--- config.mk ---
export PLATFORM = sky130hd
export DESIGN_NAME = store_lane_unit
export DESIGN_NICKNAME = d
export VERILOG_FILES = /design/src/rtl/store_lane_unit_pkg.sv /design/src/rtl/store_lane_unit_fifo.sv /design/src/rtl/store_lane_unit.sv
export SDC_FILE = /design/constraint.sdc
export NUM_CORES = 1
export LEC_CHECK = 0
export BUFFER_PORTS_ARGS = -buffer_cell sky130_fd_sc_hd__buf_2
export CAP_MARGIN = 20
export CORE_MARGIN = 3
export CORE_UTILIZATION = 40
export DETAILED_ROUTE_END_ITERATION = 12
export GPL_ROUTABILITY_DRIVEN = 0
export PLACE_DENSITY = 0.68
export SYNTH_ARGS = -nofsm -noshare
export SYNTH_HDL_FRONTEND = slang
export SYNTH_SLANG_ARGS = --single-unit
--- constraint.sdc ---
create_clock -name clk -period 4 [get_ports clk]
set_clock_uncertainty 0.2 [all_clocks]
set_input_delay 0.8 -clock clk [delete_from_list [all_inputs] [get_ports clk]]
set_output_delay 0.8 -clock clk [all_outputs]
set_load 0.005 [all_outputs]
--- src/rtl/store_lane_unit_pkg.sv ---
// Shared definitions for the store lane unit.
//   size_e   : encoding of req_size (byte / half / word / reserved)
//   ENTRY_W  : width of one buffered store entry {word addr, wdata, be}
package my_lib;

    typedef enum logic [1:0] {
        SZ_BYTE = 2'b00,
        SZ_HALF = 2'b01,
        SZ_WORD = 2'b10,
        SZ_RSVD = 2'b11
    } size_e;

    localparam int WADDR_W = 30;
    localparam int ENTRY_W = WADDR_W + 32 + 4;

endpackage

--- src/rtl/store_lane_unit_fifo.sv ---
// store_fifo: small circular buffer holding steered store entries.
//   clk, rst_n          : clock, asynchronous active-low reset
//   in_valid/in_ready   : write side; a push happens when both are 1
//   in_data             : entry to push
//   out_valid/out_ready : read side; a pop happens when both are 1
//   out_data            : oldest entry (raw storage, only meaningful when out_valid)
// Handshake: a transfer occurs on a rising edge where valid and ready are both 1;
// valid never depends on ready on the same side. in_ready is purely a function of
// the stored count, so a full buffer does not accept even when a pop is in flight.
module store_fifo #(
    parameter int WIDTH = 8,
    parameter int DEPTH = 2
) (
    input  logic             clk,
    input  logic             rst_n,
    input  logic             in_valid,
    output logic             in_ready,
    input  logic [WIDTH-1:0] in_data,
    output logic             out_valid,
    input  logic             out_ready,
    output logic [WIDTH-1:0] out_data
);

    localparam int AW = (DEPTH > 1) ? $clog2(DEPTH) : 1;

    logic [WIDTH-1:0] mem [DEPTH];
    logic [AW-1:0]    wptr;
    logic [AW-1:0]    rptr;
    logic [AW:0]      count;
    logic             push;
    logic             pop;

    assign in_ready  = (count < (AW+1)'(DEPTH));
    assign out_valid = (count != '0);
    assign out_data  = mem[rptr];
    assign push      = in_valid & in_ready;
    assign pop       = out_valid & out_ready;

    // Storage carries no reset; only pointers and count are control state.
    always_ff @(posedge clk) begin
        if (push) begin
            mem[wptr] <= in_data;
        end
    end

    // Pointers wrap naturally because DEPTH is a power of two.
    always_ff @(posedge clk or negedge rst_n) begin
        if (!rst_n) begin
            wptr  <= '0;
            rptr  <= '0;
            count <= '0;
        end else begin
            if (push) begin
                wptr <= wptr + 1'b1;
            end
            if (pop) begin
                rptr <= rptr + 1'b1;
            end
            case ({push, pop})
                2'b10:   count <= count + 1'b1;
                2'b01:   count <= count - 1'b1;
                default: count <= count;
            endcase
        end
    end

endmodule

--- src/rtl/store_lane_unit.sv ---
// store_lane_unit: steers MEM-stage stores onto byte lanes, buffers them and
// issues them to data memory in order; flags misaligned stores.
//   req_valid/req_ready : store request handshake from the MEM stage
//   req_addr/data/size  : byte address, right-aligned data, size code
//   mem_valid/mem_ready : write handshake to data memory
//   mem_addr/wdata/be   : word address, lane-steered data, byte enables
//   misalign            : one-cycle pulse the cycle after a misaligned accept
//   misalign_addr       : faulting byte address, held until the next pulse
// Handshake: a transfer occurs on a rising edge where valid and ready are both 1.
module store_lane_unit
    import my_lib::*;
#(
    parameter int DEPTH = 2
) (
    input  logic        clk,
    input  logic        rst_n,
    input  logic        req_valid,
    output logic        req_ready,
    input  logic [31:0] req_addr,
    input  logic [31:0] req_data,
    input  logic [1:0]  req_size,
    output logic        mem_valid,
    input  logic        mem_ready,
    output logic [31:0] mem_addr,
    output logic [31:0] mem_wdata,
    output logic [3:0]  mem_be,
    output logic        misalign,
    output logic [31:0] misalign_addr
);

    size_e               size;
    logic                bad_align;
    logic [31:0]         st_wdata;
    logic [3:0]          st_be;
    logic                accept;
    logic                push;
    logic                fifo_in_ready;
    logic                fifo_out_valid;
    logic [ENTRY_W-1:0]  fifo_in_data;
    logic [ENTRY_W-1:0]  fifo_out_data;

    assign size = size_e'(req_size);

    // Lane steering and alignment check, done before the entry is buffered.
    always_comb begin
        bad_align = 1'b0;
        st_wdata  = req_data;
        st_be     = 4'b1111;
        case (size)
            SZ_BYTE: begin
                st_wdata = {4{req_data[7:0]}};
                st_be    = 4'b0001 << req_addr[1:0];
            end
            SZ_HALF: begin
                st_wdata  = {2{req_data[15:0]}};
                st_be     = req_addr[1] ? 4'b1100 : 4'b0011;
                bad_align = req_addr[0];
            end
            SZ_WORD: begin
                st_wdata  = req_data;
                st_be     = 4'b1111;
                bad_align = (req_addr[1:0] != 2'b00);
            end
            default: begin
                bad_align = 1'b1;
            end
        endcase
    end

    assign req_ready    = fifo_in_ready;
    assign accept       = req_valid & fifo_in_ready;
    assign push         = accept & ~bad_align;
    assign fifo_in_data = {req_addr[31:2], st_wdata, st_be};

    store_fifo #(
        .WIDTH (ENTRY_W),
        .DEPTH (DEPTH)
    ) u_fifo (
        .clk       (clk),
        .rst_n     (rst_n),
        .in_valid  (push),
        .in_ready  (fifo_in_ready),
        .in_data   (fifo_in_data),
        .out_valid (fifo_out_valid),
        .out_ready (mem_ready),
        .out_data  (fifo_out_data)
    );

    // Storage is not reset, so the head is masked to keep mem_* at 0 when empty.
    assign mem_valid = fifo_out_valid;
    assign mem_addr  = fifo_out_valid ? {fifo_out_data[ENTRY_W-1:36], 2'b00} : 32'h0;
    assign mem_wdata = fifo_out_valid ? fifo_out_data[35:4] : 32'h0;
    assign mem_be    = fifo_out_valid ? fifo_out_data[3:0]  : 4'h0;

    always_ff @(posedge clk or negedge rst_n) begin
        if (!rst_n) begin
            misalign      <= 1'b0;
            misalign_addr <= 32'h0;
        end else begin
            misalign <= accept & bad_align;
            if (accept & bad_align) begin
                misalign_addr <= req_addr;
            end
        end
    end

endmodule

* Word-level counts from Yosys, hierarchy flattened
Memory sizes are Yosys's and may differ from the RTL's.
Index checks and enable logic that the tools add are counted.
** Operators by class
- $add $sub $neg :: 4
- Order comparisons :: 1
- Equality and inequality tests :: 4
- Shift operators :: 1
- Muxes and demuxes :: 10
- Bitwise gates (word level) :: 6
- Reductions and logical operators :: 4
** Operator list (count)
- 32-bit 2-to-1 mux :: 2
- 32-bit one-hot mux with 2 select lines :: 1
- 4-bit 2-to-1 mux :: 2
- 4-bit one-hot mux with 2 select lines :: 1
- 2-bit nonzero test :: 3
- 1-bit bitwise AND :: 5
- 2-bit by 1-bit equality test with 1-bit output, second input constant :: 2
- 2-bit equality test, second input constant :: 2
- 2-bit one-hot mux with 2 select lines :: 1
- 1-bit by 2-bit left shift with 4-bit output, first input constant :: 1
- 1-bit one-hot mux with 3 select lines :: 1
- 1-bit adder, second input constant :: 2
- 2-bit by 1-bit adder with 2-bit output, second input constant :: 1
- 2-bit zero test :: 1
- 2-bit < comparator, second input constant :: 1
- 1-bit 2-to-1 mux :: 2
- 2-bit by 1-bit subtractor with 2-bit output, second input constant :: 1
- 1-bit inverter :: 1
** Storage, ports and cells
- Register bits after elaboration :: 37
- Memory bits (writable) :: 132
- Bits of input ports :: 70
- Memories kept :: 1
** Memories
- u_fifo.mem :: depth 2, bits a word 66, read ports 1, clocked after memory_dff 0, wr ports 1, RTL line store_lane_unit_fifo.sv:26 : logic [WIDTH-1:0] mem [DEPTH];

* Depth between registers and ports, before layout
Gate-level depths: netlist (run 1).
- Depth after elaboration :: 7
- Mapped depth :: 7
- Depth with buffers taken out :: 7

* Cells and area by module
Synthesis (run 1) repeated with hierarchy kept, for this count alone.
** Second synthesis, totals
- Cell total of the unflattened synthesis :: 427
- Area, all modules :: 7189.4 um2
** Modules (own cells, without submodules)
- store_fifo :: times used 1, cells an instance 222, area each 5068.6 um2, sequential area each 4063.9 um2
- store_lane_unit :: times used 1, cells an instance 205, area each 2120.8 um2, sequential area each 825.8 um2

* Worst setup path before layout (run 1)
No wires, ideal clock.
- Path type :: in2reg
- Start :: in req_size[0]
- End :: mem u_fifo.mem[0][0] in the netlist's numbering (enable)
- Setup time :: 0.491 ns
- Data arrival time :: 4.076 ns
- Required time :: 3.309 ns
- Path slack :: -0.767 ns
- Stages on the path :: 4
- Path buffers :: 1
- Cell sequence :: buf_2 > a21oi_1 > o21bai_1 > nor2_1
** On the way
- Cells in the longest elaborated chain, start to end :: 7
- Elaborated cells on any way between the ends :: 9
** RTL lines
- from (decl) :: RTL line store_lane_unit.sv:21 : input logic [1:0] req_size,
- 2-bit equality test (tied with other cells) :: RTL line store_lane_unit.sv:49 : case (size)
- 1-bit one-hot mux with 3 select lines (*) :: RTL line store_lane_unit.sv:49
- 1-bit inverter (*) :: RTL line store_lane_unit.sv:72 : assign push = accept & ~bad_align;
- 1-bit bitwise AND (*) :: RTL line store_lane_unit.sv:72
- 1-bit bitwise AND (*) :: RTL line store_lane_unit_fifo.sv:36 : assign push = in_valid & in_ready;
- 1-bit 2-to-1 mux (*) :: RTL line store_lane_unit_fifo.sv:41 : if (push) begin
- 1-bit 2-to-1 mux (not written as such) (*) :: RTL line store_lane_unit_fifo.sv:42 : mem[wptr] <= in_data;
- to (decl) :: RTL line store_lane_unit_fifo.sv:26
Mark *: on every way between the ends. The rest lies on a longest branch, timed or not.

* Worst setup path after layout (run 1)
- Start :: reg u_fifo.count[0]
- End :: out mem_wdata[14]
** On the way
- Cells in the longest elaborated chain, start to end :: 2
** RTL lines
- from (decl) :: RTL line store_lane_unit_fifo.sv:29 : logic [AW:0] count;
- from (signal assigned) :: RTL line store_lane_unit_fifo.sv:60 : 2'b10: count <= count + 1'b1;
- from (signal assigned) :: RTL line store_lane_unit_fifo.sv:61 : 2'b01: count <= count - 1'b1;
- from (signal assigned) :: RTL line store_lane_unit_fifo.sv:62 : default: count <= count;
- 2-bit nonzero test :: RTL line store_lane_unit_fifo.sv:34 : assign out_valid = (count != '0);
- 32-bit 2-to-1 mux :: RTL line store_lane_unit.sv:92 : assign mem_wdata = fifo_out_valid ? fifo_out_data[35:4] : 32'h0;
- to (decl) :: RTL line store_lane_unit.sv:25 : output logic [31:0] mem_wdata,
No other way between the ends.

==> metrics.md, run 1 <==
| Metric | Value |
|---|---|
| Run status | `finished, final reports clean` |
| Post-Syn Instances | `432` |
| Final Max Tran Viols | `0` |
| CTS sink count | `169` |
| WHS Endpoint | `misalign_addr[11]` |
| Fin Setup TNS | `0 ns` |
| Post-CTS sizing | `0` |
| Core ar. | `16800 µm²` |
| Number of port buffers | `170` |
| # nets final | `674` |
| Pin count of the biggest net entering global routing | `45` |
| DPL Wire Length | `9.68 mm` |
| Post-CTS setup buffer count | `0` |
| XOR/XNOR Fraction of Synth Area | `0.632%` |
| Worst vdd ir | `0.420 mV` |
| CTS buffer count | `17` |
| Area contributors post-synth | `edfxtp_1, dfrtp_1, mux2i_1, mux2_4, nor2_1` |
| Post-synth EDFFs | `132` |
| Synth Cell Area | `6930 µm²` |
| Hold wc startpoint | `misalign_addr[11]` |
| Reg2Reg Depth | `6` |
| Antenna diodes | `0` |
| Via count | `4059` |
| PD cells | `691 nW/µm²` |
| Net Switching | `1790 µW` |
| CP Launch Point | `u_fifo.count[0]` |
| Leak | `0.00374 µW` |
| Startpoint Class | `register` |
| Min Clock Period, post-route | `3.14 ns` |
| Drt via density | `4.86` |
| Part of the power in combinational logic | `30.5%` |
| R2r endpoint | `u_fifo.count[1]` |
| Register share of total power | `41.2%` |
| Starting Density | `41.4%` |
| Fin crit share | `78.4%` |
| Syn-to-layout area delta | `24.5%` |
| Post-synthesis sequential area ratio | `70.5%` |
| Fraction of registers with async set/reset | `21.9%` |
| Critical path required time | `3.00 ns` |
| Worst-path clk slew | `0.06 ns` |
| Drt first pass iters | `4` |
| Chip width | `138 µm` |
| Synth Area in Simple Gates | `4.87%` |
| First-pass GRT wire length | `22.0 mm` |
| Crit Path Max Fanout | `32` |
| Die Height | `138 µm` |
| Share of cells above drive strength 1 | `42.2%` |
| H-tree depth | `4` |
| Measured slew at the worst slew-check pin | `1.05 ns` |
| Post-DP Area | `8020 µm²` |
| All-Layer GR Usage | `15.5%` |
| Syn avg cell area | `16.0 µm²` |
| Synth Area in Adders | `0.180%` |
| Fmax | `319 MHz` |
| Vias in the first global route | `4126` |
| Hold/Removal Path Class | `register to register` |
| Compound-gate portion of the synthesized area | `1.66%` |
| Clk buf depth | `2` |
| Count leader, synth | `edfxtp_1` |
| DRT iter0 DRCs | `179` |
| Clock share of power | `28.3%` |
| Worst slew margin | `30.2%` |
| Die area | `18900 µm²` |
| Filler instances | `1419` |
| CP Capture Type | `primary output` |
| Reg2reg setup slack | `1.65 ns` |
| # rows | `47` |
| R2R Path Start | `u_fifo.count[0]` |
| Clk_lat worst skew | `0.41 ns` |
| Post-DRT Antenna Nets | `0` |
| Top cells by count, synth | `edfxtp_1, mux2i_1, nor2_1` |
| Post-Layout Inst Area | `8630 µm²` |
| Synth top area share | `57.2%` |
| WS Path Type | `register to primary output` |
| Critical Path AT | `2.14 ns` |
| RSZ-0062 raised after global routing | `false` |
| Cell variety after synth | `27` |
| Avg WL per Cell | `17.3 µm` |
| Synth warn | `0` |
| Most common flop cell mapped by yosys | `edfxtp_1` |
| DRC | `0` |
| Mux share of post-synthesis cell area | `19.7%` |
| Initial antenna violation count | `0` |
| Overflow after GRT | `0` |
| Largest area contributor in the netlist | `edfxtp_1` |
| Endpoints failing setup | `0` |
| Sw Share | `30.0%` |
| Final Hold Viols | `0` |
| Post-CTS Hold Fix Bufs | `0` |
| Pint | `4180 µW` |
| Max-Cap Viols | `0` |
| Main combinational cell family by area after synthesis | `multiplexers` |
| Flops & latches, synth | `169` |
| Drt total wl | `14.5 mm` |
| CTS tree | `built` |
| Hold Path Stages | `1` |
| Root buf cell | `clkbuf_16` |
| Io pins | `173` |
-- layout make-up --
type                            instances  area (µm²)  share of cell area, %
Sequential cell                       169        4890                   56.7
Multi-Input combinational cell        232        1910                   22.1
Timing Repair Buffer                  177         916                   10.6
Clock buffer                           17         425                   4.93
Tap cell                              220         275                   3.19
Clock inverter                         15         190                   2.20
Inverter                                6        22.5                  0.261
-- state kept, by name, summed over array words and instances, names as in the netlist --
signal and cells:
misalign 1, misalign_addr 32, u_fifo.count 2, u_fifo.mem 132
u_fifo.rptr 1, u_fifo.wptr 1
-- metrics by stage --
| stage | hold WS (ns) | setup WS [ns] | total power, µW | util (%) | instances |
|---|---|---|---|---|---|
| floorplan | 0.268 | -0.767 | 3530 | - | 433 |
| global placement | 0.288 | 0.924 | 4310 | 47.8 | 804 |
| detailed placement | 0.286 | 0.855 | 4350 | 47.8 | 804 |
| CTS | 0.307 | 0.744 | 6060 | 51.5 | 836 |
| global route | 0.315 | 0.631 | 6300 | 51.5 | 836 |
| finish | 0.305 | 0.863 | 5960 | 51.5 | 836 |
-- worst max-delay path, cell delays in order (launching register included) --
cell,delay [ns]
dfrtp_1,0.44
nor2_4,0.65
buf_4,0.38
nor2_1,0.09
buf_2,0.13
-- logic make-up after synthesis --
kind of cell / after synthesis
mux: 120
simple gates: 85
xor+xnor: 5
fa+ha+maj: 1
buf+inv: 32
flops: 169
compound gates: 19
other cells: 1
-- power groups by stage --
stage               Combinational (µW)  Sequential [µW]  Clock, µW
detailed placement                1870             2480          0
CTS                               1870             2460       1730
global route                      2020             2490       1800
global placement                  1840             2480          0
floorplan                         1130             2400          0
finish                            1820             2450       1690
-- worst max-delay path by stage --
stage / end / slack (ns)
2_1_floorplan: u_fifo.mem[0][0] / -0.77
3_3_place_gp: misalign_addr[9] / 0.92
3_5_place_dp: misalign_addr[23] / 0.85
4_1_cts: mem_wdata[14] / 0.74
5_1_grt: mem_wdata[15] / 0.63
6_report: mem_wdata[14] / 0.86
-- placed cells by master, fill, tap and decap left out, types with 2 or more instances in the layout --
cell type / netlist / routed
buf_2: 10 / 170
edfxtp_1: 132 / 132
mux2i_1: 74 / 74
nor2_1: 72 / 69
dfrtp_1: 37 / 36
mux2_4: 29 / 29
mux2_2: 17 / 17
clkbuf_16: 0 / 17
o21ai_0: 10 / 10
nand2_1: 8 / 8
inv_1: 6 / 6
buf_4: 2 / 6
xnor2_1: 4 / 4
inv_6: 0 / 4
nor2_4: 0 / 3
o21bai_1: 3 / 3
o31ai_1: 3 / 3
bufinv_16: 0 / 3
clkinv_4: 0 / 3
a21o_1: 2 / 2
conb_1: 1 / 2
inv_8: 0 / 2
-- routing by layer --
metal | share of wire (%) | global-route usage (%)
met5 | 0 | 0
met3 | 6.3 | 5.00
met1 | 44 | 20.4
met4 | 0.99 | 5.54
met2 | 49 | 24.3
No activity file was read; power rests on OpenSTA's default activity.
==> inputs of run 2 (changes only) <==
Clock period 4 ns to 2.8 ns, I/O delays scaled along.
==> run 2 against run 1 <==
Register-to-register slack got worse by 0.95 ns. Core utilization rose by 0.99 points. Critical path type unchanged. Critical path depth unchanged. Largest cell class unchanged. Via count increased by 1.8%. Final cell count rose by 1.1%.
==> metrics.md, run 2 (synthesis results as in run 1) <==
| Metric | Value |
|---|---|
| Avg WL per Cell | `18.2 µm (+5.2%)` |
| Fin Setup TNS | `0 ns (unchanged)` |
| DPL Wire Length | `10.3 mm (+6.7%)` |
| Core ar. | `16800 µm² (unchanged)` |
| Overflow after GRT | `0 (unchanged)` |
| Crit Path Max Fanout | `19 (-41%)` |
| DRC | `0 (unchanged)` |
| Clk buf depth | `2 (unchanged)` |
| Worst vdd ir | `0.561 mV (+34%)` |
| Hold_ws | `0.144 ns (-0.161 ns)` |
| Post-DRT Antenna Nets | `0 (unchanged)` |
| Most frequent cells in the layout | `buf_2, edfxtp_1, mux2i_1, nor2_1, dfrtp_1` |
| Startpoint Class | `register` |
| Drt total wl | `15.4 mm (+6.3%)` |
| Min Clock Period, post-route | `2.55 ns` |
| PD cells | `999 nW/µm² (+45%)` |
| Io pins | `173 (unchanged)` |
| Drt first pass iters | `4 (unchanged)` |
| Die area | `18900 µm² (unchanged)` |
| # nets final | `683 (+1.3%)` |
| Pin count of the biggest net entering global routing | `53 (+18%)` |
| Vias in the first global route | `4248 (+3.0%)` |
| Chip width | `138 µm (unchanged)` |
| Filler instances | `1391 (-2.0%)` |
| Max-Cap Viols | `0 (unchanged)` |
| DRT iter0 DRCs | `203 (+13%)` |
| CTS buffer count | `17 (unchanged)` |
| Total power | `8790 µW (+47%)` |
| Worst slew margin | `55.3% (+25 points)` |
| # rows | `47 (unchanged)` |
| All-Layer GR Usage | `16.4% (+0.85 points)` |
| Fin crit share | `91.2%` |
| Leak | `0.00382 µW (+2.2%)` |
| Drt via density | `4.89 (+0.74%)` |
| Run status | `finished, final reports clean` |
| Endpoints failing setup | `0 (unchanged)` |
| Post-CTS sizing | `0 (unchanged)` |
| Clk_lat worst skew | `0.42 ns (about the same)` |
| Critical Path AT | `1.79 ns (-0.35 ns)` |
| First-pass GRT wire length | `23.1 mm (+4.7%)` |
| Worst-path clk slew | `0.07 ns (about the same)` |
| Number of port buffers | `170 (unchanged)` |
| Post-Layout Inst Area | `8800 µm² (+1.9%)` |
| Antenna diodes | `0 (unchanged)` |
| Measured slew at the worst slew-check pin | `0.669 ns (-0.378 ns)` |
| WS Path Type | `register to primary output` |
| Initial antenna violation count | `1 (+1)` |
| Starting Density | `41.4% (unchanged)` |
| Fmax | `392 MHz` |
| Final Hold Viols | `0 (unchanged)` |
| CTS sink count | `169 (unchanged)` |
| Footprint of the multi-input gates | `1910 µm² (unchanged)` |
| Critical path required time | `2.04 ns (-0.96 ns)` |
| Top Registers | `u_fifo.mem: 132 flops, misalign_addr: 32 flops, u_fifo.count: 2 flops` |
| Via count | `4133 (+1.8%)` |
| CTS tree | `built` |
| CP Capture Type | `primary output` |
| Reg area | `4890 µm² (unchanged)` |
| Largest register FFs | `132 (unchanged)` |
| Syn-to-layout area delta | `26.9%` |
| Die Height | `138 µm (unchanged)` |
| Share of cells above drive strength 1 | `43.0% (+0.83 points)` |
| Largest Register | `u_fifo.mem` |
| Post-DP Area | `8120 µm² (+1.3%)` |
| Hold/Removal Path Class | `input pin to register` |
| Root buf cell | `clkbuf_16` |
| RSZ-0062 raised after global routing | `false` |
| Most common cell after layout, fill and taps aside | `buf_2` |
| H-tree depth | `4 (unchanged)` |
| Final Max Tran Viols | `0 (unchanged)` |
==> run 2: cell count changes in the layout (fill, tap and decap cells not counted), sizes merged <==
cell         change
buf              +8
clkbuf           +3
clkinv           -3
clkinvlp         -1
dlygate4sd3      +1
inv              +1
==> run 2: what timing repair did <==
action,in CTS,in global routing
hold buffers,1,0
setup endpoints to repair,0,19
setup buffers,0,1
hold endpoints to repair,24,0
==> run 2: worst max-delay path, stage by stage, from the launching register on <==
cell     delay (ns)
dfrtp_4        0.70
buf_12         0.25
mux2i_1        0.20
nor2_1         0.08
buf_2          0.14
==> run 2: final cells by class <==
| cell class | instances | share of cell area, % |
|---|---|---|
| well taps | 220 | 3.13 |
| clock buffers | 20 | 5.43 |
| repair buffers | 186 | 11.9 |
| clock inverters | 12 | 1.95 |
| flip-flops and latches | 169 | 55.6 |
| multi-input cells | 232 | 21.7 |
| inverters | 6 | 0.256 |
==> run 2: power breakdown <==
group          switching [µW]  leakage (µW)  total, µW  internal, µW
clock network             993      0.000320       2530          1530
logic                    1340       0.00186       2780          1440
registers                 296       0.00163       3480          3180
==> run 2: worst paths after layout <==
kind | slack, ns | cells after the start | end | from
min reg2reg | 0.31 | 1 | misalign_addr[20] | misalign_addr[20]
min in group asynchronous | 0.48 | 2 | misalign_addr[18] | rst_n
min | 0.14 | 1 | u_fifo.mem[0][49] | req_addr[15]
max in group asynchronous | 1.31 | 3 | misalign_addr[14] | rst_n
max | 0.25 | 4 | mem_wdata[9] | u_fifo.rptr
max reg2reg | 0.70 | 4 | misalign_addr[14] | u_fifo.count[1]
==> run 2: layer usage <==
layer,up-vias,global-route usage [%],wire length (µm)
met5,-,0,13
met4,2,5.88,233
met3,20,4.82,994
met2,142,26.6,7590
met1,2045,21.0,6550
li1,1924,-,-
==> run 2: per-stage QoR <==
step / setup WS (ns) / std cells / utilization [%]
after global routing: 0.125 / 845 / 52.5
after detailed placement: 0.423 / 811 / 48.4
final: 0.247 / 845 / 52.5
after global placement: 0.483 / 811 / 48.4
after CTS: 0.0160 / 844 / 52.4
after floorplan: -0.642 / 433 / -
==> inputs of run 3 (changes only) <==
Settings changed: ABC_AREA set to 1, CORE_UTILIZATION 40 to 48, PLACE_DENSITY 0.68 to 0.79.
==> run 3 against run 2 <==
Flip-flop and latch count stayed put. Cell area fell by 4.0%. Sequential share of layout area is 2.3 points higher. Wire length rose by 5.6%. Synthesized cell count is 41% higher. Synthesized area decreased by 1.5%. Combinational power shrank 3%. Fmax grew 1.5%. Core utilization up 9.8 points. Critical path type unchanged.
==> metrics.md, run 3 <==
| Metric | Value |
|---|---|
| Fmax | `397 MHz (+1.5%)` |
| Worst vdd ir | `0.575 mV (+2.5%)` |
| Largest Register | `u_fifo.mem` |
| Reg2reg setup slack | `0.78 ns (+0.08 ns)` |
| Overflow after GRT | `0 (unchanged)` |
| Pint | `5530 µW (-10%)` |
| Clk buf depth | `2 (unchanged)` |
| Drt total wl | `16.2 mm (+5.6%)` |
| CTS tree | `built` |
| Antenna diodes | `0 (unchanged)` |
| Min Clock Period, post-route | `2.52 ns (-0.0369 ns)` |
| Post-CTS setup buffer count | `0 (unchanged)` |
| Placed instance count | `929 (+15%)` |
| Largest area contributor in the netlist | `edfxtp_1` |
| Non-filler cells, final | `961 (+14%)` |
| # rows | `42 (-11%)` |
| Final Hold Viols | `0 (unchanged)` |
| Number of port buffers | `170 (unchanged)` |
| Most frequent cells in the layout | `nand2_1, buf_2, edfxtp_1, a21oi_1` |
| Pin count of the biggest net entering global routing | `69 (+30%)` |
| Post-synthesis sequential area ratio | `71.6% (+1.1 points)` |
| Initial antenna violation count | `0 (-1)` |
| Post-synth EDFFs | `132 (unchanged)` |
| WS Path Type | `register to primary output` |
| Share of cells above drive strength 1 | `28.7% (-14 points)` |
| Final Max Tran Viols | `0 (unchanged)` |
| H-tree depth | `4 (unchanged)` |
| Chip width | `125 µm (-9.0%)` |
| PD cells | `989 nW/µm² (-1.0%)` |
| Die area | `15700 µm² (-17%)` |
| Flops & latches, synth | `169 (unchanged)` |
| Synth warn | `0 (unchanged)` |
| Part of the power in combinational logic | `32.5% (+0.8 points)` |
| Crit Path Max Fanout | `67 (+48)` |
| Critical path required time | `2.04 ns (about the same)` |
| Syn avg cell area | `11.2 µm² (-30%)` |
| Worst setup margin | `0.284 ns (+0.0369 ns)` |
| RSZ-0062 raised after global routing | `false` |
| # nets final | `843 (+23%)` |
| Fin Setup TNS | `0 ns (unchanged)` |
| Worst slew margin | `42.6% (-13 points)` |
| Measured slew at the worst slew-check pin | `0.861 ns (+0.192 ns)` |
| Top Registers | `u_fifo.mem: 132 flops, misalign_addr: 32 flops, u_fifo.count: 2 flops` |
| R2r endpoint | `u_fifo.count[1]` |
| CP Capture Type | `primary output` |
| Via count | `5039 (+22%)` |
| Syn-to-layout area delta | `23.7%` |
| Worst-path clk slew | `0.07 ns (about the same)` |
| Most common flop cell mapped by yosys | `edfxtp_1` |
| Register share of total power | `40.2% (+0.6 points)` |
| Cell variety after synth | `23 (-15%)` |
| Count leader, synth | `nand2_1` |
| Sw Share | `33.8% (+3.8 points)` |
| Critical Path AT | `1.76 ns (-0.03 ns)` |
| Max-Cap Viols | `0 (unchanged)` |
| Io pins | `173 (unchanged)` |
| Die Height | `125 µm (-9.0%)` |
| Synth top area share | `58.1% (+0.89 points)` |
| Clk_lat worst skew | `0.42 ns (about the same)` |
| DRC | `0 (unchanged)` |
| First-pass GRT wire length | `26.2 mm (+14%)` |
| Vias in the first global route | `5005 (+18%)` |
| Hold/Removal Path Class | `input pin to asynchronous set/reset pin` |
| Clock share of power | `27.4% (-1.3 points)` |
| DRT iter0 DRCs | `487 (+140%)` |
| Root buf cell | `clkbuf_16` |
| Leak | `0.00372 µW (-2.6%)` |
| DPL Wire Length | `10.5 mm (+1.5%)` |
| Avg WL per Cell | `16.9 µm (-7.2%)` |
| Most common cell after layout, fill and taps aside | `nand2_1` |
| CTS sink count | `169 (unchanged)` |
| CTS buffer count | `17 (unchanged)` |
| Core ar. | `13600 µm² (-19%)` |
| Endpoints failing setup | `0 (unchanged)` |
| Drt via density | `5.24 (+7.2%)` |
| Synth Cell Area | `6830 µm² (-1.5%)` |
| Post-DRT Antenna Nets | `0 (unchanged)` |
| Fraction of registers with async set/reset | `21.9% (unchanged)` |
| Largest register FFs | `132 (unchanged)` |
| Reg2Reg Depth | `7 (+3)` |
| Top cells by count, synth | `nand2_1, edfxtp_1, a21oi_1` |
| Post-Syn Instances | `609 (+41%)` |
| CP Launch Point | `u_fifo.rptr` |
| Setup Slack @ Placement | `0.338 ns (-0.0844 ns)` |
| All-Layer GR Usage | `21.3% (+4.9 points)` |
| Filler instances | `1085 (-22%)` |
| R2R Path Start | `u_fifo.count[0]` |
| CP endpoint | `mem_addr[29]` |
| Run status | `finished, final reports clean` |
| Startpoint Class | `register` |
| Drt first pass iters | `5 (+1)` |
| Fin crit share | `89.9% (-1.3 points)` |
| Net Switching | `2820 µW (+7.2%)` |
| Area contributors post-synth | `edfxtp_1, nand2_1, dfrtp_1, a21oi_1, nand3_1` |
| Starting Density | `50.4% (+9.0 points)` |
run 3: cell types whose count changed after synthesis, sizes merged, moves of 36 or more:
cell | before | now
a21oi | 1 | 67
mux2 | 46 | 0
mux2i | 74 | 0
nand2 | 8 | 252
nand3 | 0 | 36
nor2 | 72 | 7
run 3: worst min path at each step:
stage          depth (start not counted)           endpoint  slack (ns)
2_1_floorplan                          0           misalign        0.06
3_3_place_gp                           2  misalign_addr[17]        0.25
3_5_place_dp                           2  misalign_addr[17]        0.26
4_1_cts                                1   misalign_addr[8]        0.06
5_1_grt                                1   misalign_addr[8]        0.11
6_report                               1   misalign_addr[8]        0.04
run 3: cell type report:
type                       count  area [µm²]  area share (%)
clock inverter                15         149            1.76
tap                          176         220            2.61
sequential                   169        4890            57.9
clock buffer                  17         425            5.04
inverter                      19        77.6           0.919
multi-input combinational    385        1690            20.0
timing repair buffer         180         992            11.7
run 3: through the flow:
stage               total power [µW]  hold slack (ns)  util, %  area (µm²)
floorplan                       4820           0.0644        -        6840
global placement                6090            0.254     58.0        7870
detailed placement              6150            0.258     58.0        7870
CTS                             8440           0.0578     62.3        8440
global route                    8890            0.105     62.3        8450
finish                          8350           0.0435     62.3        8450
run 3: worst max-delay path, cell delays in order, from the launching register on:
cell and delay (ns):
dfrtp_2 0.37, buf_6 0.44, nand2_1 0.10, a21oi_1 0.23, buf_2 0.15
run 3: cell families after synthesis:
family                   Yosys count  synth area share [%]
AO/OA/AOI/OAI                     82                  6.25
other                              1                0.0549
buffers and inverters             56                  3.89
AND/OR/NAND/NOR                  297                  17.6
XOR/XNOR                           3                 0.385
flip-flops                       169                  71.6
adder cells (fa/ha/maj)            1                 0.183
run 3: layer usage:
layer	GRT usage (%)	part of all wire, %	up-vias
met5	0	0	-
met3	6.95	9.5	26
met4	7.21	1.7	0
met1	28.1	41	2400
met2	33.7	47	237
li1	-	-	2376
run 3: repair_timing:
action	in CTS	in global routing
setup endpoints to repair	0	12
endpoints found under the hold margin	0	0
hold buffers	0	0
resized for setup	0	1
run 3: power groups by stage:
stage / clock [µW] / sequential, µW / combinational (µW)
detailed placement: 0 / 3390 / 2760
global placement: 0 / 3390 / 2700
finish: 2280 / 3360 / 2710
CTS: 2320 / 3360 / 2770
floorplan: 0 / 3390 / 1430
global route: 2430 / 3400 / 3060
